$ cat src/rtl/chan_packet_reader.sv
// Read-side consumer of the per-channel packet ring: parses header and timestamp,
// holds the packet until its send time, then streams I/Q payload words to the DAC path.
module chan_packet_reader #(
   parameter logic [31:0] NO_TIMESTAMP      = 32'hFFFF_FFFF,
   parameter int          MAX_PAYLOAD_WORDS = 126
) (
   input  logic        txclk,
   input  logic        reset,
   input  logic [31:0] fifodata,
   input  logic        pkt_waiting,
   output logic        rd,
   output logic        rd_done,
   input  logic [31:0] adc_time,
   input  logic        tx_strobe,
   output logic [15:0] tx_i,
   output logic [15:0] tx_q,
   output logic        bursting,
   output logic        late,
   output logic        underrun
);

   typedef enum logic [2:0] {
      S_IDLE,
      S_HDR,
      S_TS,
      S_WAIT,
      S_SEND,
      S_DROP,
      S_DONE
   } state_t;

   typedef struct packed {
      logic       sob;
      logic       eob;
      logic [6:0] words;
   } hdr_t;

   state_t      state_q, state_d;
   hdr_t        hdr_q, hdr_d;
   logic [31:0] ts_q, ts_d;
   logic [15:0] tx_i_q, tx_i_d;
   logic [15:0] tx_q_q, tx_q_d;
   logic        bursting_q, bursting_d;

   logic [9:0]  len_round;
   logic [7:0]  words_raw;
   logic [6:0]  words_clamped;
   logic [31:0] ts_delta;

   // Round bytes up to words in 10 bits so len=511 cannot wrap before the clamp.
   assign len_round     = {1'b0, fifodata[8:0]} + 10'd3;
   assign words_raw     = len_round[9:2];
   assign words_clamped = (words_raw > 8'(MAX_PAYLOAD_WORDS)) ? 7'(MAX_PAYLOAD_WORDS)
                                                              : words_raw[6:0];

   // Modulo-2^32 distance to the send time; bit 31 set means the time is already past.
   assign ts_delta = ts_q - adc_time;

   always_comb begin
      state_d    = state_q;
      hdr_d      = hdr_q;
      ts_d       = ts_q;
      tx_i_d     = tx_i_q;
      tx_q_d     = tx_q_q;
      bursting_d = bursting_q;
      rd         = 1'b0;
      rd_done    = 1'b0;
      late       = 1'b0;
      underrun   = 1'b0;

      if (tx_strobe && (state_q != S_SEND)) begin
         tx_i_d   = 16'd0;
         tx_q_d   = 16'd0;
         underrun = bursting_q;
      end

      case (state_q)
         S_IDLE: begin
            if (pkt_waiting) state_d = S_HDR;
         end
         S_HDR: begin
            rd          = 1'b1;
            hdr_d.sob   = fifodata[28];
            hdr_d.eob   = fifodata[27];
            hdr_d.words = words_clamped;
            state_d     = S_TS;
         end
         S_TS: begin
            rd      = 1'b1;
            ts_d    = fifodata;
            state_d = S_WAIT;
         end
         S_WAIT: begin
            if (hdr_q.words == 7'd0) begin
               if (hdr_q.sob) bursting_d = 1'b1;
               state_d = S_DONE;
            end else if ((ts_q == NO_TIMESTAMP) || (adc_time == ts_q)) begin
               if (hdr_q.sob) bursting_d = 1'b1;
               state_d = S_SEND;
            end else if (ts_delta[31]) begin
               late    = 1'b1;
               state_d = S_DROP;
            end
         end
         S_SEND: begin
            if (tx_strobe) begin
               tx_i_d      = fifodata[15:0];
               tx_q_d      = fifodata[31:16];
               rd          = 1'b1;
               hdr_d.words = hdr_q.words - 7'd1;
               if (hdr_q.words == 7'd1) state_d = S_DONE;
            end
         end
         // Unread payload is abandoned; rd_done resets the buffer read address anyway.
         S_DROP: begin
            state_d = S_DONE;
         end
         S_DONE: begin
            rd_done = 1'b1;
            if (hdr_q.eob) bursting_d = 1'b0;
            state_d = S_IDLE;
         end
         default: state_d = S_IDLE;
      endcase
   end

   always_ff @(posedge txclk) begin
      if (reset) begin
         state_q    <= S_IDLE;
         hdr_q      <= '0;
         ts_q       <= '0;
         tx_i_q     <= '0;
         tx_q_q     <= '0;
         bursting_q <= 1'b0;
      end else begin
         state_q    <= state_d;
         hdr_q      <= hdr_d;
         ts_q       <= ts_d;
         tx_i_q     <= tx_i_d;
         tx_q_q     <= tx_q_d;
         bursting_q <= bursting_d;
      end
   end

   assign tx_i     = tx_i_q;
   assign tx_q     = tx_q_q;
   assign bursting = bursting_q;

endmodule

$ cat config.mk
export PLATFORM = sky130hd
export DESIGN_NAME = chan_packet_reader
export DESIGN_NICKNAME = d
export VERILOG_FILES = /design/src/rtl/chan_packet_reader.sv
export SDC_FILE = /design/constraint.sdc
export NUM_CORES = 1
export LEC_CHECK = 0
export ABC_AREA = 0
export CELL_PAD_IN_SITES_DETAIL_PLACEMENT = 1
export CELL_PAD_IN_SITES_GLOBAL_PLACEMENT = 1
export CORE_ASPECT_RATIO = 0.8
export CORE_MARGIN = 1
export CORE_UTILIZATION = 38
export CTS_CLUSTER_DIAMETER = 40
export DETAILED_ROUTE_END_ITERATION = 7
export HOLD_SLACK_MARGIN = 0.08
export PLACE_DENSITY_LB_ADDON = 0.1
export SETUP_SLACK_MARGIN = 0.15
export SYNTH_ARGS = -nofsm -noshare
export SYNTH_HDL_FRONTEND = slang
export SYNTH_SLANG_ARGS = --single-unit
$ cat constraint.sdc
create_clock -name txclk -period 8.71 [get_ports txclk]
set_input_delay 2.613 -clock txclk [delete_from_list [all_inputs] [get_ports txclk]]
set_output_delay 2.613 -clock txclk [all_outputs]
set_load 0.03 [all_outputs]
======== Yosys cells after proc, flatten, opt, wreduce, memory -nomap -nowiden ========
Index checks and enable logic that the tools add are counted.
storage, ports and cells
  register bits ........................... 77
  input port bits ......................... 68
  output and inout port bits .............. 37
  logic and storage cells ................. 67
cells by class
  multiplexer cells ....................... 29
  reductions and logical operators ........ 10
  equal/unequal tests ..................... 16
  add/subtract/negate cells ............... 3
  $lt $le $gt $ge ......................... 1
operators by type and width
  kind                                                           number
  2-to-1 mux 16 bit                                              6
  == test 32 bit                                                 1
  == test 32 bit, second input constant                          1
  subtractor 32 bit                                              1
  2-to-1 mux 3 bit                                               6
  one-hot mux 3 bit (6 select lines)                             1
  2-to-1 mux 7 bit                                               2
  one-hot mux 7 bit (2 select lines)                             1
  2-to-1 mux 1 bit                                               11
  adder 9 x 2 -> 10 bit, second input constant                   1
  == test 3 bit, second input constant                           3
  greater-than comparator 8 x 7 -> 1 bit, second input constant  1
  inequality test 2 bit, second input constant                   4
  == test 7 x 1 -> 1 bit, second input constant                  1
  zero test 7 bit                                                1
  subtractor 7 x 1 -> 7 bit, second input constant               1
  == test 3 x 2 -> 1 bit, second input constant                  2
  inequality test 3 bit, second input constant                   2
  inequality test 4 bit, second input constant                   1
  one-hot mux 1 bit (2 select lines)                             2
  AND reduction 4 bit                                            1
  nonzero test 2 bit                                             2
  == test 3 x 1 -> 1 bit, second input constant                  1
  zero test 3 bit                                                1
  5 further kinds                                                5

======== Depth between registers and ports, before layout ========
  depth after elaboration ................. 5
  depth in mapped cells ................... 9
  gate-level depth less buffers ........... 8

======== Worst setup path before layout ========
No wires, ideal clock.
  kind .................................... input-to-output
  from .................................... input adc_time[21]
  to ...................................... output late
  required time ........................... 6.097 ns
  data arrival time ....................... 4.744 ns
  setup slack ............................. 1.353 ns
  path buffers ............................ 0
  cell stages on the path ................. 8
  cell sequence ........................... inv_1 ha_1 a21oi_1 nand2_1 a221o_1 a2111oi_4 a21oi_2 nor4_2
between the ends
  word-level cells in the longest chain between the ends .. 5
  elaborated cells on any way between the ends .. 7
  those cells by class .................... 1 x add/sub; 1 x eq/ne; 4 x mux; 1 x reduce/logical
ends and longest elaborated chain
  element                                               RTL line  RTL
  start: declaration                                    13        input logic [31:0] adc_time,
  subtractor 32 bit or == test 32 bit (tied branches)   57, 97
  2-to-1 mux 1 bit or logical OR 1 bit (tied branches)  100, 97
  2-to-1 mux 1 bit *                                    97        end else if ((ts_q == NO_TIMESTAMP) || (adc_time == ts_q)) begin
  2-to-1 mux 1 bit *                                    94        if (hdr_q.words == 7'd0) begin
  2-to-1 mux 1 bit *                                    77        case (state_q)
  end: declaration                                      18        output logic late,
Mark *: on every way between the ends. The rest lies on a longest branch, timed or not.

======== Worst setup path after layout ========
  from .................................... input adc_time[18]
  to ...................................... output late
The elaborated chain is that of the path after synthesis.

==> metrics.log <==
[metrics] status: finished, final reports clean
[metrics] insertion delay to the later sink of the worst-skew pair: 0.34 ns
[metrics] final hold violation count: 0
[metrics] Worst Setup End Kind: output pin
[metrics] nets: 728
[metrics] combined area of the multi-input logic cells: 2370 um2
[metrics] Clock Pin Slew Worst Setup and Hold Paths: around 0.060 ns
[metrics] number of buffers inserted to repair setup after CTS: 0
[metrics] RSZ-0062 raised after global routing: false
[metrics] FF+latch area: 1540 um2
[metrics] Fmax: 120 MHz
[metrics] worst setup margin: slightly below 0.4 ns
[metrics] Synth top cells by count: a21oi_1 (86), nand2_1 (85), dfxtp_1 (77)
[metrics] VDD IR max: approximately 120 uV
[metrics] cell taking the most area after synthesis: dfxtp_1
[metrics] placeable core region: 10500 um2
[metrics] max-capacitance violation count: 0
[metrics] arrival time at the worst endpoint: 5.70 ns
[metrics] number of gates given a new drive strength after cts: 0
[metrics] number of DRC markers after the initial detailed-route iteration: 197
[metrics] r2r setup slk: 6.37 ns
[metrics] HPWL after DPL: 9.08 mm
[metrics] TritonCTS clock tree: yes
[metrics] Worst Skew: between 0.006 and 0.007 ns
[metrics] clock sink total: 77
[metrics] Synth warnings: 0
[metrics] initial core utilization: 39.8%
[metrics] vertical die dimension: approximately 96 um
[metrics] largest fanout of any net on the critical path: 6
[metrics] cell leakage power: 0.00212 uW
[metrics] TritonCTS Buffers: 9
[metrics] mapped cell area: 4180 um2
[metrics] setup slack after placement: 0.410 ns
[metrics] Detailed Routing Iterations Pass 1: 4
[metrics] count of vias placed by the detailed router: 4114
[metrics] # setup viols final: 0
[metrics] remaining antenna violation count: 0
[metrics] number of flops mapped to enable cells by yosys: 0
[metrics] # rows: 33
[metrics] Fill cells: 1306
[metrics] Synthesized Nets: 638
[metrics] minimum period implied by the final worst setup slack: between 8 and 9 ns
[metrics] pin count of the biggest net entering global routing: 80
[metrics] post-route non-filler standard cell count: 771
[metrics] clk root buf: clkbuf_16
[metrics] global-route wire length before repair: ~20 mm
[metrics] total DRC errors in the routed layout: 0
[metrics] Crit Path Category: input pin to output pin
[metrics] All-Layer GR Usage: a little under a quarter
[metrics] Total Wirelength: 12.5 mm
[metrics] proportion of power drawn by combinational gates: 19.9%
[metrics] asr flop ratio synth: 0%
[metrics] number of primary I/O pins: 105
[metrics] count of final max-slew check failures: 0
[metrics] Routed wire per std cell: ~16 um
[metrics] horizontal die dimension: between 100 and 150 um
[metrics] H-Tree Level Count: 3
[metrics] beginning of the worst register-to-register path: state_q[2]$_SDFFE_PP0P_
[metrics] Top FF cell, synth: dfxtp_1
[metrics] antenna violations before repair: 0
[metrics] power density cells: approximately 170 nW/um2
[metrics] die area: 11400 um2
[metrics] slew of the pin with the lowest slew margin: 0.880 ns
[metrics] internal portion of total power: 684 uW
[metrics] final-layout setup total negative slack: 0 ns
[metrics] part of the cycle the worst path needs: a little over nine tenths
[metrics] via count of the first global-routing pass: roughly 4.0k
[metrics] number of cells in the design after placement: 755
[metrics] number of buffer cells added on primary ports: 104
[metrics] class of the tightest hold or removal check: flop to flop
[metrics] vias per cell: 5.34
[metrics] total overflow reported by the global router: 0
[metrics] count of antenna diodes in the layout: 0
[metrics] synthesized flop and latch total: 77
[metrics] most frequently used cell type in the post-synthesis netlist: a21oi_1
[metrics] global placement routability congestion: 0.829
[metrics] part of the total power dissipated in sequential elements: 40.9%
[metrics] maximum root-to-sink buffer count: 2
[metrics] CP Data Required Time: 6.10 ns
[metrics] Area Growth Syn to Fin: 33.8%
[metrics] area fraction of the dominant cell type after synthesis: 36.9%
[metrics] share of power burned in the clock network: 39.2%
[metrics] sequential area share after synthesis: about 37%
[metrics] syn avg cell area: 7.79 um2
[metrics] end of the critical path: late
[metrics] max-slew headroom at the worst pin: 41.3%
[metrics] number of hold buffers added after CTS: 0
[metrics] largest cells by area after synthesis: dfxtp_1 (37%), a21oi_1 (10%), ha_1 (10%)
[metrics] crit start category: input pin
[metrics] switch share: 28.5%
[metrics] unique cell type count in the Yosys netlist: 54
[metrics] net switching power: roughly 270 uW
[metrics] fraction of final layout cells sized beyond drive strength 1: under 10%
[metrics] worst r2r path cells: 5
[metrics] worst setup path startpoint: adc_time[18]
[metrics] Synth Instances: 536
[layout make-up]
class                   count  share of cell area (%)
inverters                  39                    2.62
clock inverters             4                   0.850
repair buffers            109                    19.1
flip-flops and latches     77                    27.6
clock buffers              12                    4.41
multi-input cells         390                    42.3
well taps                 140                    3.13
[routing by layer]
metal | wire [um] | GRT usage (%) | up-vias
li1 | - | - | 2043
met1 | 6200 | 30.7 | 1991
met2 | 5790 | 36.9 | 74
met3 | 477 | 4.32 | 6
met4 | 69 | 6.43 | 0
met5 | 0 | 0 | -
[cell usage in the layout (no fill, tap or decap), types with 3 or more instances in the layout]
master,n
and2_1,3
ha_1,34
nor2_1,13
nor4_1,3
a21oi_1,86
nor3_1,8
clkbuf_16,9
inv_1,39
or4_1,3
nand2_1,85
nand2b_1,34
nand3_1,40
clkdlybuf4s50_1,102
xnor2_1,3
o21ai_0,10
nand4_1,17
buf_4,5
dfxtp_1,77
[power by group through the flow]
stage               logic, uW  clock network (uW)  registers [uW]
floorplan                 115                   0             393
global placement          182                   0             398
detailed placement        190                   0             399
CTS                       192                 387             391
global route              213                 404             393
finish                    191                 375             391
[critical path: stages]
cell	delay, ns
clkdlybuf4s50_1	0.46
inv_1	0.04
ha_1	0.33
a21oi_1	0.15
o21ai_1	0.11
a221o_1	0.37
a2111oi_4	0.53
a21oi_2	0.11
nor4_2	0.27
clkdlybuf4s50_1	0.72
[logic make-up after synthesis]
group,synth area share (%)
buffers and inverters,6.59
AOI/OAI and AO/OA,18.1
and+or+nand+nor,27.1
xor gates and xnor gates,1.05
adders and majority gates,10.2
DFF,36.9
[how the worst min path moves through the flow]
stage,from,to,slack [ns],cells past startpoint
finish,hdr_q[7]$_SDFFE_PP0P_,bursting$_SDFFE_PP0P_,0.46,1
global route,hdr_q[7]$_SDFFE_PP0P_,bursting$_SDFFE_PP0P_,0.48,1
CTS,hdr_q[7]$_SDFFE_PP0P_,bursting$_SDFFE_PP0P_,0.46,1
detailed placement,hdr_q[7]$_SDFFE_PP0P_,bursting$_SDFFE_PP0P_,0.45,1
global placement,hdr_q[7]$_SDFFE_PP0P_,bursting$_SDFFE_PP0P_,0.43,1
floorplan,hdr_q[7]$_SDFFE_PP0P_,bursting$_SDFFE_PP0P_,0.42,1
[per-stage QoR]
step           cell area, um2  hold slack [ns]  total power (uW)  utilization, %
3_5_place_dp             5300            0.454               589            50.5
6_report                 5590            0.458               956            53.3
3_3_place_gp             5300            0.432               580            50.5
4_1_cts                  5590            0.463               970            53.3
2_1_floorplan            4180            0.424               508               -
5_1_grt                  5590            0.483              1010            53.3
No activity file was read; power rests on OpenSTA's default activity.
